$ cat config.mk
export PLATFORM = sky130hd
export DESIGN_NAME = uart_rx_frontend
export DESIGN_NICKNAME = d
export VERILOG_FILES = /design/src/rtl/uart_pkg.sv /design/src/rtl/rx_fifo.sv /design/src/rtl/uart_rx_frontend.sv
export SDC_FILE = /design/constraint.sdc
export NUM_CORES = 1
export LEC_CHECK = 0
export CAP_MARGIN = 40
export CORE_ASPECT_RATIO = 1.4
export CORE_MARGIN = 2
export CORE_UTILIZATION = 60
export DETAILED_ROUTE_END_ITERATION = 8
export DONT_BUFFER_PORTS = 1
export MAX_ROUTING_LAYER = met4
export PLACE_DENSITY = 0.76
export SYNTH_ARGS = -nofsm -noshare
export SYNTH_HDL_FRONTEND = slang
export SYNTH_SLANG_ARGS = --single-unit
$ cat constraint.sdc
create_clock -name sysclk -period 4.27 [get_ports sysclk]
set_clock_uncertainty 0.1 [all_clocks]
set_input_delay 0.854 -clock sysclk [delete_from_list [all_inputs] [get_ports sysclk]]
set_output_delay 0.854 -clock sysclk [all_outputs]
set_load 0.01 [all_outputs]
$ cat src/rtl/uart_pkg.sv
// Shared types and constants for the UART receive front-end.
// Holds the FSM states, vote positions and baud divider helper.
package uart_pkg;

    typedef enum logic [2:0] {
        IDLE,
        START,
        DATA,
        STOP,
        BRK_WAIT
    } rx_state_t;

    localparam int unsigned OS_RATE = 16;

    localparam logic [3:0] SAMPLE_FIRST = 4'd7;
    localparam logic [3:0] SAMPLE_MID   = 4'd8;
    localparam logic [3:0] SAMPLE_LAST  = 4'd9;
    localparam logic [3:0] SCNT_LAST    = 4'd15;

    function automatic int unsigned baud_div(
        input int unsigned clk_hz,
        input int unsigned baud
    );
        int unsigned d;
        d = clk_hz / (baud * OS_RATE);
        return (d == 0) ? 1 : d;
    endfunction

    function automatic logic majority3(
        input logic a,
        input logic b,
        input logic c
    );
        return (a & b) | (a & c) | (b & c);
    endfunction

endpackage

$ cat src/rtl/rx_fifo.sv
// Synchronous first-word-fall-through FIFO for received bytes.
// Head byte reads as zero while the FIFO is empty.
module rx_fifo #(
    parameter int DEPTH = 4
) (
    input  logic       clk,
    input  logic       reset,
    input  logic       push,
    input  logic [7:0] wdata,
    input  logic       pop,
    output logic [7:0] rdata,
    output logic       full,
    output logic       empty
);

    localparam int AW = $clog2(DEPTH);

    if (DEPTH < 2 || (DEPTH & (DEPTH - 1)) != 0) begin : g_bad_depth
        $error("rx_fifo: DEPTH must be a power of two >= 2");
    end

    logic [7:0]  mem [DEPTH];
    logic [AW:0] wptr;
    logic [AW:0] rptr;
    logic        do_pop;
    logic        do_push;

    assign empty   = (wptr == rptr);
    assign full    = (wptr[AW] != rptr[AW]) &&
                     (wptr[AW-1:0] == rptr[AW-1:0]);
    assign do_pop  = pop && !empty;
    assign do_push = push && (!full || do_pop);
    assign rdata   = empty ? 8'h00 : mem[rptr[AW-1:0]];

    // Advance the pointers; they wrap naturally through the extra MSB.
    always_ff @(posedge clk) begin
        if (reset) begin
            wptr <= '0;
            rptr <= '0;
        end else begin
            if (do_push) wptr <= wptr + 1'b1;
            if (do_pop)  rptr <= rptr + 1'b1;
        end
    end

    // Storage needs no reset: reads are masked while empty.
    always_ff @(posedge clk) begin
        if (do_push) mem[wptr[AW-1:0]] <= wdata;
    end

endmodule

$ cat src/rtl/uart_rx_frontend.sv
// Oversampling 8N1 UART receiver with majority vote, sticky error
// flags and a small FWFT receive FIFO.
module uart_rx_frontend
    import uart_pkg::*;
#(
    parameter int unsigned CLK_HZ     = 50_000_000,
    parameter int unsigned BAUD       = 9600,
    parameter int unsigned OVERSAMPLE = 16,
    parameter int          FIFO_DEPTH = 4
) (
    input  logic       sysclk,
    input  logic       reset,
    input  logic       rxd,
    input  logic       en,
    input  logic       rd_en,
    input  logic       err_clr,
    output logic [7:0] rd_data,
    output logic       rd_valid,
    output logic       busy,
    output logic       frame_err,
    output logic       overrun
);

    localparam int unsigned DIV = baud_div(CLK_HZ, BAUD);

    if (OVERSAMPLE != OS_RATE) begin : g_bad_os
        $error("uart_rx_frontend: only 16x oversampling is supported");
    end

    logic        rxd_m;
    logic        rxd_s;
    logic [31:0] div_cnt;
    logic        tick;
    rx_state_t   state;
    logic [3:0]  scnt;
    logic [2:0]  bit_idx;
    logic [7:0]  shreg;
    logic        v_first;
    logic        v_mid;
    logic        vote;
    logic        stop_tick;
    logic        push;
    logic        stop_bad;
    logic        full;
    logic        empty;

    // Two-flop synchroniser; idle-high line resets to 1.
    always_ff @(posedge sysclk) begin
        if (reset) begin
            rxd_m <= 1'b1;
            rxd_s <= 1'b1;
        end else begin
            rxd_m <= rxd;
            rxd_s <= rxd_m;
        end
    end

    assign tick = (div_cnt == DIV - 1);

    // Free-running oversample tick divider.
    always_ff @(posedge sysclk) begin
        if (reset)     div_cnt <= '0;
        else if (tick) div_cnt <= '0;
        else           div_cnt <= div_cnt + 32'd1;
    end

    assign vote      = majority3(v_first, v_mid, rxd_s);
    assign stop_tick = tick && (state == STOP) && (scnt == SAMPLE_LAST);
    assign push      = stop_tick && vote;
    assign stop_bad  = stop_tick && !vote;

    // Receive FSM; every transition is qualified by the tick.
    always_ff @(posedge sysclk) begin
        if (reset) begin
            state   <= IDLE;
            scnt    <= '0;
            bit_idx <= '0;
            shreg   <= '0;
            v_first <= 1'b0;
            v_mid   <= 1'b0;
        end else if (tick) begin
            if (state != IDLE)        scnt    <= scnt + 4'd1;
            if (scnt == SAMPLE_FIRST) v_first <= rxd_s;
            if (scnt == SAMPLE_MID)   v_mid   <= rxd_s;
            case (state)
                IDLE: begin
                    if (en && !rxd_s) begin
                        state <= START;
                        scnt  <= '0;
                    end
                end
                START: begin
                    if (scnt == SAMPLE_FIRST && rxd_s) begin
                        state <= IDLE;
                    end else if (scnt == SCNT_LAST) begin
                        state   <= DATA;
                        bit_idx <= '0;
                    end
                end
                DATA: begin
                    if (scnt == SAMPLE_LAST) shreg <= {vote, shreg[7:1]};
                    if (scnt == SCNT_LAST) begin
                        if (bit_idx == 3'd7) state   <= STOP;
                        else                 bit_idx <= bit_idx + 3'd1;
                    end
                end
                STOP: begin
                    if (scnt == SAMPLE_LAST) state <= vote ? IDLE : BRK_WAIT;
                end
                BRK_WAIT: begin
                    if (rxd_s) state <= IDLE;
                end
                default: state <= IDLE;
            endcase
        end
    end

    // Sticky error flags; a set in the clearing cycle wins.
    always_ff @(posedge sysclk) begin
        if (reset) begin
            frame_err <= 1'b0;
            overrun   <= 1'b0;
        end else begin
            if (err_clr) begin
                frame_err <= 1'b0;
                overrun   <= 1'b0;
            end
            if (stop_bad)                 frame_err <= 1'b1;
            if (push && full && !rd_en)   overrun   <= 1'b1;
        end
    end

    rx_fifo #(
        .DEPTH (FIFO_DEPTH)
    ) u_fifo (
        .clk   (sysclk),
        .reset (reset),
        .push  (push),
        .wdata (shreg),
        .pop   (rd_en),
        .rdata (rd_data),
        .full  (full),
        .empty (empty)
    );

    assign rd_valid = !empty;
    assign busy     = (state != IDLE);

endmodule

Word level (Yosys, flattened, before mapping)
Memory sizes are Yosys's and may differ from the RTL's. A register that Yosys moved wholly into a read port is not among the register bits.
Index checks and enable logic that the tools add are counted.
Word-level totals
  bits in registers: 62
  RAM bits: 32
  bits of input ports: 6
  output and inout port bits: 12
  word-level logic and storage cells: 99
  memories: 1
Operators by class
  add/subtract/negate cells: 5
  eq/ne operators: 22
  mux-type cells: 25
  bitwise gates (word level): 5
  reductions and logical operators: 28
Memories
  u_fifo.mem: depth 4, bits a word 8, read ports 1, clocked after memory_dff 1, wr ports 1, RTL line rx_fifo.sv:22  | logic [7:0] mem [DEPTH];
Operators with widths (count)
  3-bit 2-to-1 mux: 12
  32-bit by 1-bit adder with 32-bit output, second input constant: 1
  32-bit by 9-bit == test with 1-bit output, second input constant: 1
  3-bit one-hot mux with 5 select lines: 1
  2-bit inequality test, second input constant: 7
  4-bit == test, second input constant: 3
  4-bit 2-to-1 mux: 3
  1-bit logical AND: 11
  3-bit by 1-bit adder with 3-bit output, second input constant: 3
  8-bit 2-to-1 mux: 1
  7-bit AND reduction: 1
  3-bit by 2-bit == test with 1-bit output, second input constant: 2
  3-bit == test, second input constant: 2
  3-bit one-hot mux with 2 select lines: 1
  6-bit AND reduction: 1
  2-bit nonzero test: 3
  1-bit zero test: 5
  1-bit 2-to-1 mux: 5
  4-bit by 1-bit adder with 4-bit output, second input constant: 1
  4-bit by 3-bit == test with 1-bit output, second input constant: 1
  2-bit 2-to-1 mux: 2
  2-bit AND reduction: 2
  1-bit bitwise AND: 3
  3-bit by 1-bit == test with 1-bit output, second input constant: 1
  11 further kinds: 12

Logic depth before layout (Yosys ltp)
Gate-level depths: netlist (run 1).
  depth after elaboration: 7
  gate-level depth with buffers: 8
  mapped depth without buffers: 7

Hierarchy
Synthesis (run 1) repeated with hierarchy kept, for this count alone.
Second synthesis, totals
  cells, all modules: 418
  area total of the unflattened synthesis: 4403.0 um^2
Modules (own cells, without submodules)
  uart_rx_frontend: times used 1, cells an instance 314, area each 2695.1 um^2, seq. area each 1121.1 um^2
  rx_fifo: times used 1, cells an instance 104, area each 1707.9 um^2, seq. area each 1121.1 um^2

Least setup slack after synthesis (run 1)
Ideal clock, no wire load.
  path kind: register to output
  start: register (tool-made name)
  end: output port rd_data[0]
  arrival time: 1448 ps
  required time: 3316 ps
  path slack: 1868 ps
  cell stages (with the launch flop): 4
  buffers on the path: 1
  cell sequence: dfxtp_1 clkbuf_1 mux4_2 and2_1
RTL lines
  end, declared: RTL line uart_rx_frontend.sv:17  | output logic [7:0] rd_data,

==> results.md, run 1 <==
* Critical Path Stages at 2
* Clock Latency Late Sink at 0.35 ns
* Vias in the first global route at 2779
* Port bufs at 0
* Ranking of synthesized cells by area: dfxtp_1 29%, edfxtp_1 22%, nor2_1 5.1%
* LEAKAGE at 1.56 nW
* CP Capture Type: primary output
* FF-to-FF Start: div_cnt[2]
* Top FF cell, synth: dfxtp_1
* Hold-fix buffers at CTS at 0
* Clock slew at reported path FFs at 0.08 ns
* Sw Share at 19.6%
* Final critical-path required period at 2.74 ns
* Clock Power Share at 39.2%
* Synth area leader: dfxtp_1
* First-pass GRT wire length at 12.7 mm
* Vias per cell at 5.70
* Area of the mapped netlist at 4360 µm²
* HP Start: rxd_m
* Row count at 36
* Sequential share of power at 59.6%
* Yosys top cell area share at 29.4%
* Post-synthesis register bit count at 96
* GP Congestion at 0.843
* CP required at 3.32 ns
* Share of layout cells above drive strength 1 at 10.5%
* Transition time of the tightest slew-check pin at 0.735 ns
* H-tree levels at 3
* Die Wd at 76.1 µm
* Final wirelength at 7.29 mm
* Nets at 413
* Max Freq at 0.365 GHz
* DRC violations left at 0
* Yosys warnings at 0
* Synth unique cells at 52
* Pwr Total at 1.58 mW
* Headroom to the max-slew limit at 50.6%
* Sequential cell area fraction in the yosys report at 51.4%
* Die Y at 105 µm
* Buf/Inv on CP at 0
* CP max stage cell: dfxtp_1
* ANT nets after route at 0
* I/O pin count at 18
* Most frequent cell after synthesis: dfxtp_1
* Hpwl dp at 5.25 mm
* Hold WC Path Type: reg -> reg
* Antenna violations before repair at 0
* Deepest clock path buffer count at 2
* Final non-filler cell total at 495
* P&R area growth vs syn at 5.82%
* Pins Over Slew Limit at 0
* # fillers at 564
* # clock sinks at 96
* Synth async-reset ratio at 0%
* Crit Path Max Fanout at 8
* Final Cycle Share at 64.2%
* CORE AREA at 7030 µm²
* Setup Buffers After CTS at 0
* Synthesized netlist net count at 419
* Status: finished, final reports clean
* Unrepaired setup endpoints after global routing: false
* CP Class: reg -> out
* Starting DRC count in detailed routing at 137
* Drt first pass iters at 4
* PD cells at 343 nW/µm²
* Ant diodes at 0
* CTS tree: done
* CP cell instances: mux4_2 > and2_1
* Max IR drop VDD at 0.293 mV
* Worst Setup Slack, final at 1.53 ns
* CTS buffer count at 9
* CP startpoint kind: flop
* Drt wl/cell at 14.7 µm
* Logic pwr share at 1.2%
* Placed cell count at 479
* Largest net degree at the start of global routing at 33
* GRT Total Usage at 20.5%
* Worst reg-to-reg path cell count at 4
* Worst Path Arrival at 1.79 ns
* Die area at 7980 µm²
* Mapped Cells at 401
* Post-synth EDFFs at 32
* Area of the multi-input gates at 1970 µm²
* Post-placement setup slack at 1.66 ns
* Cell family with most CP delay: flip-flops
* Internal power at 1.27 mW
* Hold Crit Depth at 1
* Final Hold Viols at 0
* CTS root buffer: clkbuf_8
* Final setup violation count at 0
* Syn avg cell area at 10.9 µm²
* Via count at 2822
* Setup Total Neg Slack at 0 ns
* Switching Power at 0.310 mW
* GR Overflow Total at 0
* Synth cell count leaders: 64 x dfxtp_1, 59 x nor2_1, 32 x edfxtp_1, 23 x xor2_1, 21 x nand3_1
* Max_cap viols at 0
* Cts repair resizes at 0
* Reg area at 2240 µm²
* Initial Util at 62.1%
* Slowest stage delay, CP at 0.66 ns
## final timing paths
check / to / slack, ns
setup / recovery: rd_data[6] / 1.53
setup reg to reg: u_fifo.mem[3][7] / 1.64
hold reg to reg: rxd_s / 0.32
hold / removal: rxd_s / 0.32
## stage by stage
stage	util (%)	area (µm²)	hold WS, ns
3_5_place_dp	62.7	4410	0.305
4_1_cts	65.7	4620	0.324
3_3_place_gp	62.7	4410	0.294
2_1_floorplan	-	4360	0.289
6_report	65.7	4620	0.322
5_1_grt	65.7	4620	0.341
## power by group through the flow
stage	registers [mW]	logic, mW	clock network, mW
floorplan	0.963	0.0200	0
global placement	0.964	0.0192	0
detailed placement	0.964	0.0193	0
CTS	0.943	0.0194	0.630
global route	0.944	0.0220	0.663
finish	0.943	0.0192	0.621
## sequential cells by signal (all words and copies together), names as in the netlist, named ones only
signal / flops
rxd_s: 1
u_fifo.mem: 32
rxd_m: 1
state: 3
scnt: 4
div_cnt: 32
bit_idx: 3
v_first: 1
v_mid: 1
u_fifo.wptr: 3
shreg: 8
u_fifo.rptr: 3
overrun: 1
frame_err: 1
## cells by family after synthesis
kind of cell | count (synthesis) | share of synthesized area (%)
fa+ha+maj | 13 | 3.67
simple gates | 176 | 22.8
compound gates | 25 | 4.39
xor+xnor | 35 | 7.02
mux | 21 | 7.11
buf+inv | 35 | 3.58
flops | 96 | 51.4
## area by class of cell
class / count / area share, %
clock buffers: 10 / 2.76
clock inverters: 6 / 1.84
inverters: 16 / 1.30
multi-input cells: 270 / 42.6
flip-flops and latches: 96 / 48.6
well taps: 95 / 2.57
repair buffers: 2 / 0.325
## placed cells by master (no fill, tap or decap), types with 4 or more instances in the layout
cell type,n
a21oi_1,8
nand3_1,21
dfxtp_1,64
xnor2_1,12
and4_1,4
mux2i_1,13
inv_1,16
clkbuf_8,9
mux4_2,8
nand2b_1,4
and3_1,4
nor3_1,5
nor4_1,9
nor4_2,4
xor2_1,23
nor2_1,59
and2_1,13
edfxtp_1,32
nand4_1,17
ha_1,12
nand2_1,15
## per-layer routing
layer  vias to the layer above  wire length (µm)  GRT usage, %
li1                       1419                 -             -
met3                        19               147          2.50
met2                        41              3730          34.6
met4                         0               223          12.2
met5                         -                 0             -
met1                      1343              3190          23.5
(Power assumes the default switching activity.)
==> run 2, diff against run 1 <==
--- a/config.mk
+++ b/config.mk
@@ -8,11 +8,11 @@
 export CAP_MARGIN = 40
 export CORE_ASPECT_RATIO = 1.4
 export CORE_MARGIN = 2
-export CORE_UTILIZATION = 60
+export CORE_UTILIZATION = 57
 export DETAILED_ROUTE_END_ITERATION = 8
 export DONT_BUFFER_PORTS = 1
 export MAX_ROUTING_LAYER = met4
-export PLACE_DENSITY = 0.76
+export PLACE_DENSITY = 0.75
 export SYNTH_ARGS = -nofsm -noshare
 export SYNTH_HDL_FRONTEND = slang
 export SYNTH_SLANG_ARGS = --single-unit
==> constraint.sdc (replaced) <==
create_clock -name sysclk -period 2.4 [get_ports sysclk]
set_clock_uncertainty 0.1 [all_clocks]
set_input_delay 0.48 -clock sysclk [delete_from_list [all_inputs] [get_ports sysclk]]
set_output_delay 0.48 -clock sysclk [all_outputs]
set_load 0.01 [all_outputs]
==> run 2 against run 1 <==
- sequential power is 78% higher
- register-to-register slack lost 1.4 ns
- global-route usage is 0.50 points higher
- sequential share of layout area decreased by 0.93 points
- largest cell class unchanged
- critical endpoint is now u_fifo.mem[1][4]
- combinational power up 100%
- cell count grew 3.4%
- utilization shrank 2.2 points
- wire length up 7.8%
- via count up 3.9%
==> results.md, run 2 (synthesis results as in run 1) <==
* Initial Util at 58.9% (-3.2 points)
* HP Start: reset
* Ant diodes at 0 (unchanged)
* Hold-fix buffers at CTS at 0 (unchanged)
* Die Wd at 78.0 µm (+2.5%)
* Setup Total Neg Slack at 0 ns (unchanged)
* CTS tree: done
* Post-placement setup slack at 0.0381 ns (-1.62 ns)
* Max Freq at 0.453 GHz
* Share of layout cells above drive strength 1 at 14.7% (+4.2 points)
* Slowest stage delay, CP at 0.46 ns (-0.20 ns)
* CORE AREA at 7410 µm² (+5.4%)
* Worst Setup Slack, final at 0.192 ns (-1.34 ns)
* Transition time of the tightest slew-check pin at 0.542 ns (-0.193 ns)
* DP Area at 4530 µm² (+2.9%)
* Final Cycle Share at 92.0%
* Unrepaired setup endpoints after global routing: false
* P&R area growth vs syn at 7.88%
* Max IR drop VDD at 0.347 mV (+18%)
* Cell family with most CP delay: simple AND/OR/NAND/NOR gates
* R2R Path End: u_fifo.mem[1][4]
* Hold Crit Depth at 1 (unchanged)
* Vias per cell at 5.73 (+0.45%)
* # fillers at 616 (+9.2%)
* Final critical-path required period at 2.21 ns
* Hold EP: overrun
* Buf/Inv on CP at 0 (unchanged)
* I/O pin count at 18 (unchanged)
* CP required at 2.35 ns (-0.97 ns)
* CP max stage cell: a2111oi_4
* Sw Share at 21.4% (+1.9 points)
* Starting DRC count in detailed routing at 240 (+75%)
* Nets at 428 (+3.6%)
* CTS root buffer: clkbuf_8
* CP cell instances: ha_1 > and3b_1 > nand4_1 > a2111oi_4 > and2_2
* Largest net degree at the start of global routing at 33 (unchanged)
* Most frequent cells in the layout: 64 x dfxtp_1, 59 x nor2_1, 32 x edfxtp_1
* GRT Total Usage at 21.0% (+0.50 points)
* Hpwl dp at 5.63 mm (+7.2%)
* ANT nets after route at 0 (unchanged)
* Crit Path Max Fanout at 8 (unchanged)
* Antenna violations before repair at 0 (unchanged)
* Logic pwr share at 1.5% (+0.3 points)
* Drt first pass iters at 4 (unchanged)
* LEAKAGE at 1.63 nW (+4.5%)
* Max_cap viols at 0 (unchanged)
* Final non-filler cell total at 512 (+3.4%)
* Die area at 8380 µm² (+5.0%)
* Final Hold Viols at 0 (unchanged)
* FF-to-FF Start: scnt[0]
* Drt wl/cell at 15.3 µm (+4.2%)
* Final wirelength at 7.85 mm (+7.8%)
* Clock Power Share at 34.6% (-4.6 points)
* Cts repair resizes at 0 (unchanged)
* Port bufs at 0 (unchanged)
* Worst Path Arrival at 2.16 ns (+0.37 ns)
* Via count at 2932 (+3.9%)
* Die Y at 108 µm (+2.5%)
* R2R setup slack at 0.19 ns (-1.45 ns)
* Placed cell count at 496 (+3.5%)
* Final setup violation count at 0 (unchanged)
* Row count at 37 (+2.8%)
* Hold WC Path Type: in -> reg
* Internal power at 2.06 mW (+62%)
* # clock sinks at 96 (unchanged)
* Deepest clock path buffer count at 2 (unchanged)
* GR Overflow Total at 0 (unchanged)
* CP Class: reg -> reg
* Worst hold slack at 0.0754 ns (-0.247 ns)
* PD cells at 557 nW/µm² (+63%)
* Pwr Total at 2.62 mW (+66%)
* CTS buffer count at 9 (unchanged)
* Commonest non-fill, non-tap cell in the layout: dfxtp_1
* DRC violations left at 0 (unchanged)
* Clock Latency Late Sink at 0.36 ns (about the same)
* Status: finished, final reports clean
* Headroom to the max-slew limit at 63.6% (+13 points)
* CP Capture Type: flop
* Post-layout instance area at 4710 µm² (+2.0%)
* First-pass GRT wire length at 13.2 mm (+4.0%)
* GP Congestion at 0.823 (-2.4%)
* Final core utilization at 63.6% (-2.2 points)
* Pins Over Slew Limit at 0 (unchanged)
* Clock slew at reported path FFs at 0.09 ns (about the same)
* Switching Power at 0.563 mW (+82%)
* H-tree levels at 3 (unchanged)
* CP startpoint kind: flop
* Worst reg-to-reg path cell count at 5 (+1)
* Sequential share of power at 63.9% (+4.3 points)
* Vias in the first global route at 2782 (+0.11%)
* Setup Buffers After CTS at 0 (unchanged)
[run 2: area by class of cell]
class | count | area, µm² | share of cell area, %
Sequential cell | 96 | 2240 | 47.6
Multi-Input combinational cell | 270 | 1980 | 42.1
Timing Repair Buffer | 17 | 140 | 2.98
Clock buffer | 11 | 131 | 2.79
Tap cell | 97 | 121 | 2.58
Inverter | 16 | 60.1 | 1.28
Clock inverter | 5 | 32.5 | 0.691
[run 2: worst max path at each step]
| stage | from | endpoint | slack [ns] | cells past startpoint |
|---|---|---|---|---|
| floorplan | scnt[0] | u_fifo.mem[3][0] | 0.26 | 5 |
| global placement | scnt[0] | u_fifo.mem[1][3] | 0.14 | 5 |
| detailed placement | scnt[0] | u_fifo.mem[1][4] | 0.04 | 5 |
| CTS | scnt[0] | u_fifo.mem[0][0] | 0.01 | 5 |
| global route | scnt[0] | u_fifo.mem[1][4] | 0.01 | 5 |
| finish | scnt[0] | u_fifo.mem[1][4] | 0.19 | 5 |
[run 2: worst register-to-register path, cell delays in order (launching register included)]
cell,delay (ns)
dfxtp_1,0.41
ha_1,0.16
and3b_1,0.23
nand4_1,0.19
a2111oi_4,0.47
and2_2,0.35
[run 2: per-layer routing]
metal  part of all wire (%)  global-route usage (%)  vias to the layer above  routed length (µm)
met5                      0                       -                        -                   0
met4                    2.0                    9.77                        0                 160
met3                    3.6                    3.52                       13                 281
met2                     52                    34.7                       67                4100
met1                     42                    25.3                     1410                3310
li1                       -                       -                     1442                   -
[run 2: power groups by stage]
stage / combinational (mW) / clock (mW) / sequential [mW]
2_1_floorplan: 0.0356 / 0 / 1.71
3_3_place_gp: 0.0388 / 0 / 1.71
3_5_place_dp: 0.0391 / 0 / 1.72
4_1_cts: 0.0394 / 0.938 / 1.68
5_1_grt: 0.0436 / 0.995 / 1.68
6_report: 0.0386 / 0.908 / 1.68
